===== src/rtl/fetch_bid_ctrl_pkg.sv =====
`default_nettype none
// +----------------------------------------------------------------------+
// | fetch_bid_ctrl_pkg : branch-ID constants, types and helpers          |
// | Rev 1.0                                                              |
// +----------------------------------------------------------------------+
package fetch_bid_ctrl_pkg;

  localparam int DEPTH = 8;
  localparam int IDX_W = 3;
  localparam int BID_W = IDX_W + 1;

  typedef logic [BID_W-1:0] bid_t;
  typedef logic [IDX_W-1:0] idx_t;
  typedef logic [IDX_W:0]   cnt_t;

  // Modulo 2^BID_W increment; the wrap bit toggles when the index rolls over.
  function automatic bid_t bid_inc(input bid_t b);
    return b + {{(BID_W-1){1'b0}}, 1'b1};
  endfunction

  function automatic idx_t bid_idx(input bid_t b);
    return b[IDX_W-1:0];
  endfunction

endpackage
`default_nettype wire


===== src/rtl/fetch_bid_ctrl_if.sv =====
`default_nettype none
// +----------------------------------------------------------------------+
// | fetch_bid_ctrl_if : allocate / commit / override / status bundle     |
// | Rev 1.0                                                              |
// +----------------------------------------------------------------------+
interface fetch_bid_ctrl_if;
  import fetch_bid_ctrl_pkg::*;

  logic alloc_valid;
  logic alloc_ready;
  bid_t alloc_bid;
  logic bc_valid;
  bid_t bc_bid;
  logic bco_valid;
  bid_t bco_bid;
  logic flush_valid;
  bid_t flush_bid;
  bid_t head_bid;
  cnt_t inflight;
  logic empty;
  logic full;
  logic err_order;

  modport slave (
    input  alloc_valid, bc_valid, bc_bid, bco_valid, bco_bid,
    output alloc_ready, alloc_bid, flush_valid, flush_bid,
           head_bid, inflight, empty, full, err_order
  );

  modport master (
    output alloc_valid, bc_valid, bc_bid, bco_valid, bco_bid,
    input  alloc_ready, alloc_bid, flush_valid, flush_bid,
           head_bid, inflight, empty, full, err_order
  );

endinterface
`default_nettype wire


===== src/rtl/fetch_bid_ptr.sv =====
`default_nettype none
// +----------------------------------------------------------------------+
// | fetch_bid_ptr : wrap-bit pointer register with increment and load    |
// | Rev 1.0                                                              |
// +----------------------------------------------------------------------+
module fetch_bid_ptr
  import fetch_bid_ctrl_pkg::*;
(
  input  logic clk,
  input  logic reset,
  input  logic inc_i,
  input  logic load_i,
  input  bid_t load_val_i,
  output bid_t ptr_o
);

  bid_t ptr_q;
  bid_t ptr_d;

  // Load wins over increment so an override cleanly repositions the pointer.
  always_comb begin
    ptr_d = ptr_q;
    if (load_i) begin
      ptr_d = load_val_i;
    end else if (inc_i) begin
      ptr_d = bid_inc(ptr_q);
    end
  end

  always_ff @(posedge clk) begin
    if (reset) begin
      ptr_q <= '0;
    end else begin
      ptr_q <= ptr_d;
    end
  end

  assign ptr_o = ptr_q;

endmodule
`default_nettype wire


===== src/rtl/fetch_bid_ctrl.sv =====
`default_nettype none
// +----------------------------------------------------------------------+
// | fetch_bid_ctrl : branch-ID allocator and in-order in-flight tracker  |
// | Rev 1.0                                                              |
// +----------------------------------------------------------------------+
module fetch_bid_ctrl
  import fetch_bid_ctrl_pkg::*;
(
  input  logic             clk,
  input  logic             reset,
  fetch_bid_ctrl_if.slave  bus
);

  bid_t head_q;
  bid_t tail_q;
  cnt_t cnt_q;
  cnt_t cnt_d;
  logic err_q;
  logic err_d;
  logic flush_q;
  bid_t flush_bid_q;

  logic full_w;
  logic empty_w;
  logic alloc_fire;
  logic commit_req;
  logic commit_ok;
  logic commit_bad;
  bid_t bco_next;

  assign full_w  = (bid_idx(head_q) == bid_idx(tail_q)) &
                   (head_q[IDX_W] != tail_q[IDX_W]);
  assign empty_w = (head_q == tail_q);

  // Override squashes any same-cycle allocate or commit.
  assign alloc_fire = bus.alloc_valid & ~full_w & ~bus.bco_valid;
  assign commit_req = bus.bc_valid & ~bus.bco_valid;
  assign commit_ok  = commit_req & ~empty_w & (bus.bc_bid == head_q);
  assign commit_bad = commit_req & ~commit_ok;
  assign bco_next   = bid_inc(bus.bco_bid);

  fetch_bid_ptr u_head_ptr (
    .clk        (clk),
    .reset      (reset),
    .inc_i      (commit_ok),
    .load_i     (bus.bco_valid),
    .load_val_i (bco_next),
    .ptr_o      (head_q)
  );

  fetch_bid_ptr u_tail_ptr (
    .clk        (clk),
    .reset      (reset),
    .inc_i      (alloc_fire),
    .load_i     (bus.bco_valid),
    .load_val_i (bco_next),
    .ptr_o      (tail_q)
  );

  always_comb begin
    cnt_d = cnt_q;
    if (bus.bco_valid) begin
      cnt_d = '0;
    end else if (alloc_fire & ~commit_ok) begin
      cnt_d = cnt_q + {{IDX_W{1'b0}}, 1'b1};
    end else if (commit_ok & ~alloc_fire) begin
      cnt_d = cnt_q - {{IDX_W{1'b0}}, 1'b1};
    end
  end

  assign err_d = err_q | commit_bad;

  always_ff @(posedge clk) begin
    if (reset) begin
      cnt_q       <= '0;
      err_q       <= 1'b0;
      flush_q     <= 1'b0;
      flush_bid_q <= '0;
    end else begin
      cnt_q   <= cnt_d;
      err_q   <= err_d;
      flush_q <= bus.bco_valid;
      if (bus.bco_valid) begin
        flush_bid_q <= bco_next;
      end
    end
  end

  assign bus.alloc_ready = ~full_w;
  assign bus.alloc_bid   = tail_q;
  assign bus.flush_valid = flush_q;
  assign bus.flush_bid   = flush_bid_q;
  assign bus.head_bid    = head_q;
  assign bus.inflight    = cnt_q;
  assign bus.empty       = empty_w;
  assign bus.full        = full_w;
  assign bus.err_order   = err_q;

endmodule
`default_nettype wire


===== src/flat_wrapper.sv =====
// flat-port wrapper written by rule: the top's interface ports become plain ports
module fetch_bid_ctrl_flat import fetch_bid_ctrl_pkg::*;
  (clk, reset, bus_alloc_valid, bus_bc_valid, bus_bc_bid, bus_bco_valid, bus_bco_bid, bus_alloc_ready, bus_alloc_bid, bus_flush_valid, bus_flush_bid, bus_head_bid, bus_inflight, bus_empty, bus_full, bus_err_order);
  fetch_bid_ctrl_if bus_i ();
  input  logic clk;
  input  logic reset;
  input wire logic [$bits(bus_i.alloc_valid)-1:0] bus_alloc_valid;
  input wire logic [$bits(bus_i.bc_valid)-1:0] bus_bc_valid;
  input wire logic [$bits(bus_i.bc_bid)-1:0] bus_bc_bid;
  input wire logic [$bits(bus_i.bco_valid)-1:0] bus_bco_valid;
  input wire logic [$bits(bus_i.bco_bid)-1:0] bus_bco_bid;
  output wire logic [$bits(bus_i.alloc_ready)-1:0] bus_alloc_ready;
  output wire logic [$bits(bus_i.alloc_bid)-1:0] bus_alloc_bid;
  output wire logic [$bits(bus_i.flush_valid)-1:0] bus_flush_valid;
  output wire logic [$bits(bus_i.flush_bid)-1:0] bus_flush_bid;
  output wire logic [$bits(bus_i.head_bid)-1:0] bus_head_bid;
  output wire logic [$bits(bus_i.inflight)-1:0] bus_inflight;
  output wire logic [$bits(bus_i.empty)-1:0] bus_empty;
  output wire logic [$bits(bus_i.full)-1:0] bus_full;
  output wire logic [$bits(bus_i.err_order)-1:0] bus_err_order;
  assign bus_i.alloc_valid = bus_alloc_valid;
  assign bus_i.bc_valid = bus_bc_valid;
  assign bus_i.bc_bid = bus_bc_bid;
  assign bus_i.bco_valid = bus_bco_valid;
  assign bus_i.bco_bid = bus_bco_bid;
  assign bus_alloc_ready = bus_i.alloc_ready;
  assign bus_alloc_bid = bus_i.alloc_bid;
  assign bus_flush_valid = bus_i.flush_valid;
  assign bus_flush_bid = bus_i.flush_bid;
  assign bus_head_bid = bus_i.head_bid;
  assign bus_inflight = bus_i.inflight;
  assign bus_empty = bus_i.empty;
  assign bus_full = bus_i.full;
  assign bus_err_order = bus_i.err_order;
  fetch_bid_ctrl u_core (.clk(clk), .reset(reset), .bus(bus_i));
endmodule

===== config.mk =====
export PLATFORM = sky130hd
export DESIGN_NAME = fetch_bid_ctrl_flat
export DESIGN_NICKNAME = d
export VERILOG_FILES = /design/src/rtl/fetch_bid_ctrl_pkg.sv /design/src/rtl/fetch_bid_ctrl_if.sv /design/src/rtl/fetch_bid_ptr.sv /design/src/rtl/fetch_bid_ctrl.sv /design/src/flat_wrapper.sv
export SDC_FILE = /design/constraint.sdc
export NUM_CORES = 1
export LEC_CHECK = 0
export ABC_AREA = 1
export BUFFER_PORTS_ARGS = -buffer_cell sky130_fd_sc_hd__buf_2
export CAP_MARGIN = 20
export CORE_MARGIN = 8
export CORE_UTILIZATION = 54
export CTS_CLUSTER_DIAMETER = 120
export CTS_CLUSTER_SIZE = 10
export DETAILED_ROUTE_END_ITERATION = 7
export PLACE_DENSITY = 0.79
export SLEW_MARGIN = 20
export SYNTH_ARGS = -nofsm -noshare
export SYNTH_HDL_FRONTEND = slang
export SYNTH_SLANG_ARGS = --single-unit
export TNS_END_PERCENT = 20

===== constraint.sdc =====
create_clock -name clk -period 6.2 [get_ports clk]
set_clock_uncertainty 0.15 [all_clocks]
set_input_delay 0 -clock clk [delete_from_list [all_inputs] [get_ports clk]]
set_output_delay 0 -clock clk [all_outputs]
set_load 0.01 [all_outputs]

# Word level (Yosys, flattened, before mapping)
# Index checks and enable logic that the tools add are counted.
classes:
  reduce_logical: 4
  eq_ne: 4
  add_sub_neg: 5
  bitwise_logic: 15
  n_mux: 6
ops:
  columns: ["op", "n"]
  rows:
  - ["two-way mux 4 bit", 6]
  - ["adder 4 x 1 -> 4 bit (second input constant)", 4]
  - ["bitwise AND 1 bit", 9]
  - ["equality test 4 bit", 2]
  - ["nonzero test 2 bit", 3]
  - ["inverter 1 bit", 5]
  - ["subtractor 4 x 1 -> 4 bit (second input constant)", 1]
  - ["equality test 3 bit", 1]
  - ["OR reduction 2 bit", 1]
  - ["inequality test 1 bit", 1]
  - ["bitwise OR 1 bit", 1]
totals:
  regBits: 18
  out_inout_bits: 21
  word_cells: 40

# Longest topological paths before layout
# Gate-level depths: netlist of run 1.
logic_depth:
  depth_word: 9
  depth_mapped: 17

# Hierarchy
# Synthesis of run 1 repeated with hierarchy kept, for this count alone.
hier_totals:
  hier_cells: 176
  area_unflattened_um2: 1166.1
modules_own_cells:
  columns: ["mod", "n_inst", "seq_area_each_um2", "area_per_inst_um2", "cells_each"]
  rows:
  - ["fetch_bid_ctrl", 1, 200.2, 698.2, 106]
  - ["fetch_bid_ptr", 2, 80.1, 234.0, 35]

# Least setup slack after synthesis of run 1
# OpenSTA, ideal clock, no wires.
synth_path:
  path_type: "reg-to-reg"
  start: "register u_core.u_head_ptr.ptr_q[0] (netlist: u_core.u_head_ptr.ptr_o[0])"
  end: "register u_core.cnt_q[3] (netlist: u_core.bus.inflight[3])"
  stages_incl_launch_ff: 17
  period_less_slack_ns: 2.402
  t_arrival_ns: 2.129
  setup_slack_ns: 3.798
  cell_sequence: "dfxtp_1 -> inv_2 -> nand2_2 -> nand2_2 -> nor2_4 -> nand3_4 -> nand2_4 -> nor2_1 -> ha_1 -> inv_1 -> ha_1 -> a21oi_1 -> nand3_1 -> nand2_1 -> nor2_1 -> o21ai_0 -> a21oi_1"
synth_between:
  elab_chain_len: 8
  word_cells_on_any_way: 16
synth_rtl:
  columns: ["element", "line_no", "text"]
  rows:
  - ["start, declared", "fetch_bid_ptr.sv:17", "bid_t ptr_q;"]
  - ["start signal, assigned", "fetch_bid_ptr.sv:34", "ptr_q <= ptr_d;"]
  - ["equality test 3 bit *", "fetch_bid_ctrl.sv:31", "assign full_w = (bid_idx(head_q) == bid_idx(tail_q)) &"]
  - ["bitwise AND 1 bit *", "fetch_bid_ctrl.sv:31", null]
  - ["inverter 1 bit *", null, null]
  - ["named net bus_alloc_ready", "flat_wrapper.sv:12", "output wire logic [$bits(bus_i.alloc_ready)-1:0] bus_alloc_ready;"]
  - ["bitwise AND 1 bit * (2 in a row)", "fetch_bid_ctrl.sv:36", "assign alloc_fire = bus.alloc_valid & ~full_w & ~bus.bco_valid;"]
  - ["inverter 1 bit", "fetch_bid_ctrl.sv:66", "end else if (commit_ok & ~alloc_fire) begin"]
  - ["bitwise AND 1 bit", "fetch_bid_ctrl.sv:66", null]
  - ["nonzero test 2 bit (no source line)", null, null]
  - ["end signal, assigned", "fetch_bid_ctrl.sv:80", "cnt_q <= cnt_d;"]
  - ["end, declared", "fetch_bid_ctrl.sv:16", "cnt_t cnt_q;"]
# The timed path passes the listed nets; every way through them passes the cells marked *.
# A chain may end at the register's enable or synchronous reset.

# Worst setup path after layout of run 1
layout_path:
  start: "register u_core.u_head_ptr.ptr_q[0] (netlist: u_core.u_head_ptr.ptr_o[0])"
  end: "register u_core.cnt_q[3] (netlist: u_core.bus.inflight[3])"
layout_between:
  elab_chain_len: 8
  word_cells_on_any_way: 16
layout_rtl:
  columns: ["element", "line_no"]
  rows:
  - ["equality test 3 bit", "fetch_bid_ctrl.sv:31"]
  - ["bitwise AND 1 bit", "fetch_bid_ctrl.sv:31"]
  - ["inverter 1 bit", "fetch_bid_ctrl.sv:36"]
  - ["bitwise AND 1 bit (2 in a row)", "fetch_bid_ctrl.sv:36"]
  - ["inverter 1 bit", "fetch_bid_ctrl.sv:66"]
  - ["bitwise AND 1 bit", "fetch_bid_ctrl.sv:66"]
  - ["nonzero test 2 bit (no source line)", null]
# Parallel ways exist; a longest one is shown, timed or not.

==> results of run 1 <==
Yosys cell counts:
cell type / n
a21oi_1: 20
buf_2: 1
buf_4: 1
clkbuf_1: 2
dfxtp_1: 18
fa_1: 1
ha_1: 6
inv_1: 18
inv_2: 2
nand2_1: 36
nand2_2: 4
nand2_4: 3
nand3_1: 12
nand3_4: 2
nor2_1: 13
nor2_2: 2
nor2_4: 1
o21ai_0: 12
or2_2: 1
xnor2_1: 2
xor2_1: 3
tightest hold or removal path: cells and delay by family:
family	cells	cell delay, ns
simple gates	5	0.37
buf+inv	1	0.08
compound gates	1	0.07
power by group through the flow:
| stage | sequential, mW | clock, mW | combinational, mW |
|---|---|---|---|
| 2_1_floorplan | 0.137 | 0 | 0.0510 |
| 3_3_place_gp | 0.135 | 0 | 0.0752 |
| 3_5_place_dp | 0.135 | 0 | 0.0771 |
| 4_1_cts | 0.133 | 0.0760 | 0.0834 |
| 5_1_grt | 0.134 | 0.0797 | 0.0939 |
| 6_report | 0.133 | 0.0740 | 0.0834 |
registers in the layout (all words and copies together), names as in the netlist:
name and flops:
u_core.bus.flush_bid 4, u_core.bus.flush_valid 1, u_core.bus.inflight 4, u_core.u_head_ptr.ptr_o 4, u_core.u_tail_ptr.ptr_o 4, u_core.bus.err_order 1
worst max-delay path by stage:
stage	startpoint	endpoint	slack, ns	cells after the start
after floorplan	u_core.u_head_ptr.ptr_o[0]	u_core.bus.inflight[3]	3.80	16
after global placement	u_core.u_head_ptr.ptr_o[0]	u_core.bus.inflight[3]	3.78	16
after detailed placement	u_core.u_head_ptr.ptr_o[0]	u_core.bus.inflight[3]	3.66	16
after CTS	u_core.u_head_ptr.ptr_o[0]	u_core.bus.inflight[3]	3.63	16
after global routing	u_core.u_head_ptr.ptr_o[0]	u_core.bus.inflight[3]	3.39	15
final	u_core.u_head_ptr.ptr_o[0]	u_core.bus.inflight[3]	3.61	16
cells by family (layout without fill, tap and decap cells):
| kind of cell | after synthesis | count (layout) | share of synthesized area (%) |
|---|---|---|---|
| AND/OR/NAND/NOR | 74 | 74 | 32.8 |
| buffers and inverters | 24 | 68 | 8.47 |
| AO/OA/AOI/OAI | 32 | 32 | 14.3 |
| flip-flops | 18 | 18 | 32.1 |
| XOR/XNOR | 5 | 5 | 3.90 |
| adder cells (fa/ha/maj) | 7 | 7 | 8.47 |
area by class of cell:
type | instances | area, sq um | area share (%)
Timing Repair Buffer | 44 | 275 | 19.0
Tap cell | 27 | 33.8 | 2.33
Inverter | 20 | 75.1 | 5.19
Multi-Input combinational cell | 118 | 667 | 46.1
Clock buffer | 4 | 36.3 | 2.51
Sequential cell | 18 | 360 | 24.9
what timing repair did:
item | in CTS | in global routing
endpoints found under the hold margin | 14 | 0
hold buffers | 11 | 0
endpoints found under the setup margin | 0 | 0
routing by layer:
layer | routed length, um | up-vias | global-route usage [%]
li1 | - | 603 | -
met1 | 1210 | 518 | 20.3
met2 | 1380 | 45 | 27.0
met3 | 239 | 2 | 4.18
met4 | 26 | 0 | 5.52
met5 | 0 | - | 0
metrics by stage:
stage	cell area, sq um	std cells
floorplan	1120	160
CTS	1450	231
global placement	1300	216
global route	1450	231
detailed placement	1300	216
finish	1450	231
==> flow_metrics.py, run 1 <==
metrics = {
    "synth": {
        "synth_top_cell_by_area": "dfxtp_1",
        "ys_types": 21,
        "synth_area_per_cell_sq_um": 7.01,
        "syn_inst": 160,
        "synth_seq_cells": 18,
        "yosys-top-cells-area": "dfxtp_1, nand2_1, a21oi_1",
        "yosys_warnings": 0,
        "synth_top_area_share_pct": 32.1,
        "yosysSeqAreaShare_pct": 32.1,
        "syn-cell-area_sq_um": 1120,
        "synth_nets": 180,
    },
    "clock_network": {
        "cts_tree": "built",
        "clock_latency_ns": 0.30,
        "htree_levels": 1,
        "clkTransAtPathRegs_ns": 0.11,
        "cts_buffers": 3,
        "cts_sinks": 18,
        "root_buffer": "clkbuf_4",
        "clk_path_buf_depth": 2,
        "cts_setup_buffers": 0,
        "cts_resized": 0,
    },
    "finish": {
        "layout_common_cells": "nand2_1, buf_2, a21oi_1, inv_1, dfxtp_1",
        "fillers": 173,
        "antenna_cells": 0,
        "final_core_util_pct": 73.8,
        "fin_nets": 225,
        "drive_gt1_share_pct": 25.5,
        "layout_commonest_cell": "nand2_1",
        "syn_to_final_growth_pct": 29.0,
    },
    "critical_path": {
        "critPathLaunchType": "register",
        "critPathMaxStageDelay_ns": 0.49,
        "rr_worst_depth": 16,
        "critical-path-top-delay-family": "simple AND/OR/NAND/NOR gates",
        "cp_cell_sequence": "inv_2 > nand2_2 > nand2_2 > nor2_4 > nand3_4 > nand2_4 > nor2_1 > ha_1 > inv_1 > ha_1 > a21oi_1 > nand3_1 > nand2_1 > nor2_1 > o21ai_0 > a21oi_1",
        "worst_setup_path_end_kind": "register",
        "critPathMaxFanout": 8,
        "crit_required_ns": 6.25,
        "rr_startpoint": "u_core.u_head_ptr.ptr_o[0]",
        "worst-path-buf-inv": 2,
        "cp_data_arrival_time_ns": 2.64,
        "slowest_stage": "dfxtp_1",
        "rrSetupSlack_ns": 3.61,
        "r2r_end": "u_core.bus.inflight[3]",
        "path_class": "reg -> reg",
    },
    "placed_design": {
        "place.gp.congestion": 0.814,
        "hpwlAfterDp_mm": 2.09,
        "post-place-ws_ns": 3.66,
        "port-buffer-count": 33,
    },
    "timing": {
        "period_share_pct": 41.8,
        "finalHoldViolations": 0,
        "clock.fmax_mhz": 386,
        "hold_ws_ns": 0.105,
        "setup_tns_ns": 0,
        "fin_crit_ns": 2.59,
        "fin_ws_ns": 3.61,
        "setup_viol": 0,
        "tightest_slew_ns": 0.561,
        "maxSlewHeadroom_pct": 62.6,
        "maxSlewViolCount": 0,
        "rsz0062_at_grt": "no",
    },
    "floorplan": {
        "fp.dieH_um": 61.6,
        "fp-row-count": 16,
        "core_sq_um": 1960,
        "die_w_um": 61.6,
        "dieArea_sq_um": 3790,
        "ios": 34,
        "start_util_pct": 57.2,
    },
    "grt": {
        "grt_usage_pct": 16.5,
        "grt_pass1_wl_mm": 4.73,
        "grt_overflow": 0,
        "first_global_vias": 1078,
        "antenna_found_initial": 0,
        "grt_max_degree": 16,
    },
    "detailed_routing": {
        "post_drt_wl_per_cell_um": 12.4,
        "viasPerCell": 5.06,
        "drtIter0Drc": 41,
        "num_vias": 1168,
        "firstDrtPassIters": 4,
        "routed_wl_mm": 2.85,
        "drc": 0,
        "postRouteAntennaNets": 0,
    },
    "run_status": {
        "status": "completed",
    },
    "run": {
        "drv_cap": 0,
    },
    "power": {
        "share_comb_of_total_power_pct": 28.8,
        "p_sw_mw": 0.0952,
        "p_per_area_nw_per_um2": 200,
        "seq_power_share_pct": 45.7,
        "ir_worst_vdd_mv": 0.168,
        "leakage_nw": 0.736,
        "power_mw": 0.290,
        "p_int_mw": 0.195,
        "p_sw_share_pct": 32.8,
        "power_frac_clock_pct": 25.5,
    },
    "hold_path": {
        "holdPathStages": 7,
        "hold_path.startpoint": "bus_bc_bid[0]",
        "hold_path.class": "in -> reg",
        "min_to": "u_core.bus.err_order",
    },
}
No activity file was read; power rests on OpenSTA's default activity.
==> inputs of run 2 (changes only) <==
--- a/config.mk
+++ b/config.mk
@@ -5,15 +5,15 @@
 export SDC_FILE = /design/constraint.sdc
 export NUM_CORES = 1
 export LEC_CHECK = 0
-export ABC_AREA = 1
+export ABC_AREA = 0
 export BUFFER_PORTS_ARGS = -buffer_cell sky130_fd_sc_hd__buf_2
 export CAP_MARGIN = 20
 export CORE_MARGIN = 8
-export CORE_UTILIZATION = 54
+export CORE_UTILIZATION = 45
 export CTS_CLUSTER_DIAMETER = 120
 export CTS_CLUSTER_SIZE = 10
 export DETAILED_ROUTE_END_ITERATION = 7
-export PLACE_DENSITY = 0.79
+export PLACE_DENSITY = 0.71
 export SLEW_MARGIN = 20
 export SYNTH_ARGS = -nofsm -noshare
 export SYNTH_HDL_FRONTEND = slang
==> constraint.sdc (replaced) <==
create_clock -name clk -period 2.2 [get_ports clk]
set_clock_uncertainty 0.15 [all_clocks]
set_input_delay 0 -clock clk [delete_from_list [all_inputs] [get_ports clk]]
set_output_delay 0 -clock clk [all_outputs]
set_load 0.01 [all_outputs]
==> run 2 against run 1 <==
Net effect:
- the run now ends with hold timing, setup timing left
- first-iteration DRC count fell by 22%
- area after synthesis decreased by 3.3%
- design area rose by 6.5%
- global-route usage decreased by 3.1 points
- clock-buffer cell count did not move
- critical path depth down 4
- final cell count shrank 15%
- via count is 11% lower
- largest power group unchanged
==> flow_metrics.py, run 2 <==
metrics = {
    "power": {
        "p_sw_share_pct": 30.5,
        "p_per_area_nw_per_um2": 563,
        "share_comb_of_total_power_pct": 32.9,
        "ir_worst_vdd_mv": 0.423,
        "power_frac_clock_pct": 23.5,
        "seq_power_share_pct": 43.6,
        "p_sw_mw": 0.265,
        "power_mw": 0.867,
        "leakage_nw": 0.719,
        "p_int_mw": 0.603,
    },
    "critical_path": {
        "worst_setup_path_end_kind": "register",
        "slowest_stage": "dfxtp_2",
        "cp-startpoint": "u_core.u_head_ptr.ptr_o[3]",
        "critical-path-top-delay-family": "compound AO/OA/AOI/OAI gates",
        "path_class": "reg -> reg",
        "rrSetupSlack_ns": -0.42,
        "critPathMaxFanout": 4,
        "r2r_end": "u_core.bus.inflight[3]",
        "cp_data_arrival_time_ns": 2.68,
        "rr_startpoint": "u_core.u_head_ptr.ptr_o[3]",
        "worst-path-buf-inv": 2,
        "critPathLaunchType": "register",
        "cp_cell_sequence": "or2_2 > a41oi_1 > o21a_1 > inv_2 > ha_4 > inv_4 > ha_4 > a21o_1 > a21oi_2 > xnor2_1 > or3_1 > a211oi_2",
        "critPathMaxStageDelay_ns": 0.36,
        "critPathMostFrequentCell": "ha_4",
        "crit_required_ns": 2.27,
        "path_depth": 12,
        "rr_worst_depth": 12,
    },
    "timing": {
        "fin_ws_ns": -0.419,
        "period_share_pct": 119,
        "tightest_slew_ns": 0.531,
        "setup_viol": 3,
        "rsz0062_at_grt": "yes",
        "clock.fmax_mhz": 382,
        "hold_ws_ns": -0.0573,
        "fin_crit_ns": 2.62,
        "maxSlewViolCount": 0,
        "maxSlewHeadroom_pct": 64.1,
        "finalHoldViolations": 4,
    },
    "synth": {
        "yosys-top-cells-area": "dfxtp_1, ha_1, xor2_1",
        "synthFlopType": "dfxtp_1",
        "synth_top_cell_by_area": "dfxtp_1",
        "yosysSeqAreaShare_pct": 33.2,
        "synth_seq_cells": 18,
        "async_flop_share_pct": 0,
        "synth_top_area_share_pct": 33.2,
        "syn-cell-area_sq_um": 1080,
        "syn_inst": 115,
        "synth_area_per_cell_sq_um": 9.43,
        "synth_edf_count": 0,
        "synth_commonest_cells": "dfxtp_1, inv_1, nor2_1",
        "synth_nets": 135,
        "yosys_warnings": 0,
        "synthMostInstantiatedCell": "dfxtp_1",
        "ys_types": 37,
    },
    "floorplan": {
        "dieArea_sq_um": 4240,
        "core_sq_um": 2250,
        "die_w_um": 65.1,
        "fp-row-count": 17,
        "start_util_pct": 48.1,
        "fp.dieH_um": 65.1,
        "ios": 34,
    },
    "grt": {
        "first_global_vias": 1073,
        "grt_max_degree": 21,
        "grt_overflow": 0,
        "grt_pass1_wl_mm": 4.61,
        "grt_usage_pct": 13.4,
        "antenna_found_initial": 0,
    },
    "finish": {
        "syn_to_final_growth_pct": 42.1,
        "layout_common_cells": "buf_2, buf_4, dfxtp_1, nor2_1",
        "layout_commonest_cell": "buf_2",
        "drive_gt1_share_pct": 46.7,
        "post-route-cell-area_sq_um": 1540,
        "final_core_util_pct": 68.4,
        "fin_nets": 190,
        "antenna_cells": 0,
    },
    "detailed_routing": {
        "viasPerCell": 5.26,
        "drtIter0Drc": 32,
        "postRouteAntennaNets": 0,
        "post_drt_wl_per_cell_um": 14.0,
        "num_vias": 1036,
        "routed_wl_mm": 2.75,
        "drc": 0,
        "firstDrtPassIters": 4,
    },
    "run": {
        "drv_cap": 0,
    },
    "clock_network": {
        "cts_sinks": 18,
        "htree_levels": 1,
        "clock_latency_ns": 0.29,
        "clk_path_buf_depth": 2,
        "cts_buffers": 3,
        "cts_tree": "built",
        "clkTransAtPathRegs_ns": 0.11,
        "cts.hold.buffers_added": 5,
        "root_buffer": "clkbuf_4",
    },
    "placed_design": {
        "place_area_sq_um": 1430,
        "place.gp.congestion": 0.857,
        "hpwlAfterDp_mm": 2.15,
        "port-buffer-count": 33,
    },
    "run_status": {
        "status": "finished, violations left",
        "failed_checks": "hold timing, setup timing",
    },
    "hold_path": {
        "hold_path.startpoint": "bus_bc_valid",
        "min_to": "u_core.bus.err_order",
        "hold_path.class": "in -> reg",
        "holdPathStages": 4,
    },
}
## run 2: cell types whose count changed in the layout (fill, tap and decap cells not counted), moves of 4 or more
cell,before,now
buf_4,0,18
inv_1,18,7
dfxtp_2,0,7
nor3_1,0,4
dlygate4sd3_1,11,5
dfxtp_1,18,10
o21ai_0,12,2
nor2_1,13,9
nand2_2,4,0
nand3_1,12,3
nand2_1,36,4
a21oi_1,20,6
## run 2: worst max-delay path by stage
stage	end
2_1_floorplan	u_core.bus.inflight[3]
3_3_place_gp	u_core.bus.inflight[3]
4_1_cts	u_core.bus.inflight[3]
3_5_place_dp	u_core.bus.inflight[3]
6_report	u_core.bus.inflight[3]
5_1_grt	u_core.bus.inflight[3]
## run 2: kinds of logic (layout without fill, tap and decap cells)
logic type	count (synthesis)	after routing	synth area share, %
compound gates	26	26	17.5
xor+xnor	15	15	15.2
fa+ha+maj	7	7	8.77
buf+inv	15	69	7.15
flops	18	18	33.2
mux	3	3	2.77
simple gates	31	31	15.3
## run 2: area by class of cell
class | instances | area, sq um
fill | 181 | 713
inverter | 9 | 36.3
sequential | 18 | 373
multi-input combinational | 82 | 711
tap | 28 | 35.0
timing repair buffer | 56 | 350
clock buffer | 4 | 36.3
## run 2: what timing repair did
action,4_1_cts,5_1_grt
pin swaps,3,1
endpoints found under the setup margin,3,3
gates resized for setup,4,3
endpoints found under the hold margin,13,1
setup buffers,0,0
## run 2: power groups by stage
stage / Sequential [mW] / Clock, mW / Combinational [mW]
floorplan: 0.393 / 0 / 0.153
detailed placement: 0.383 / 0 / 0.272
CTS: 0.377 / 0.209 / 0.286
global placement: 0.381 / 0 / 0.263
finish: 0.378 / 0.204 / 0.285
global route: 0.382 / 0.222 / 0.313
## run 2: metal layers
layer | vias to the layer above | track usage, % | share of wire, %
met2 | 31 | 26.3 | 52
met3 | 4 | 3.39 | 6.6
met1 | 487 | 13.2 | 41
met5 | - | 0 | 0
met4 | 0 | 4.90 | 0.98
li1 | 514 | - | -
## run 2: worst min-delay path, stage by stage
cell      delay, ns
buf_2          0.09
nand2b_1       0.09
o21ba_2        0.14
nor2_1         0.03
## run 2: per-stage QoR
stage                     worst slack (ns)  TNS, ns  cells
after floorplan                     -0.469   -0.568    115
after CTS                           -0.416   -0.663    197
after detailed placement            -0.473   -0.758    188
after global placement              -0.361   -0.537    188
after global routing                -0.527   -0.954    197
final                               -0.419   -0.616    197
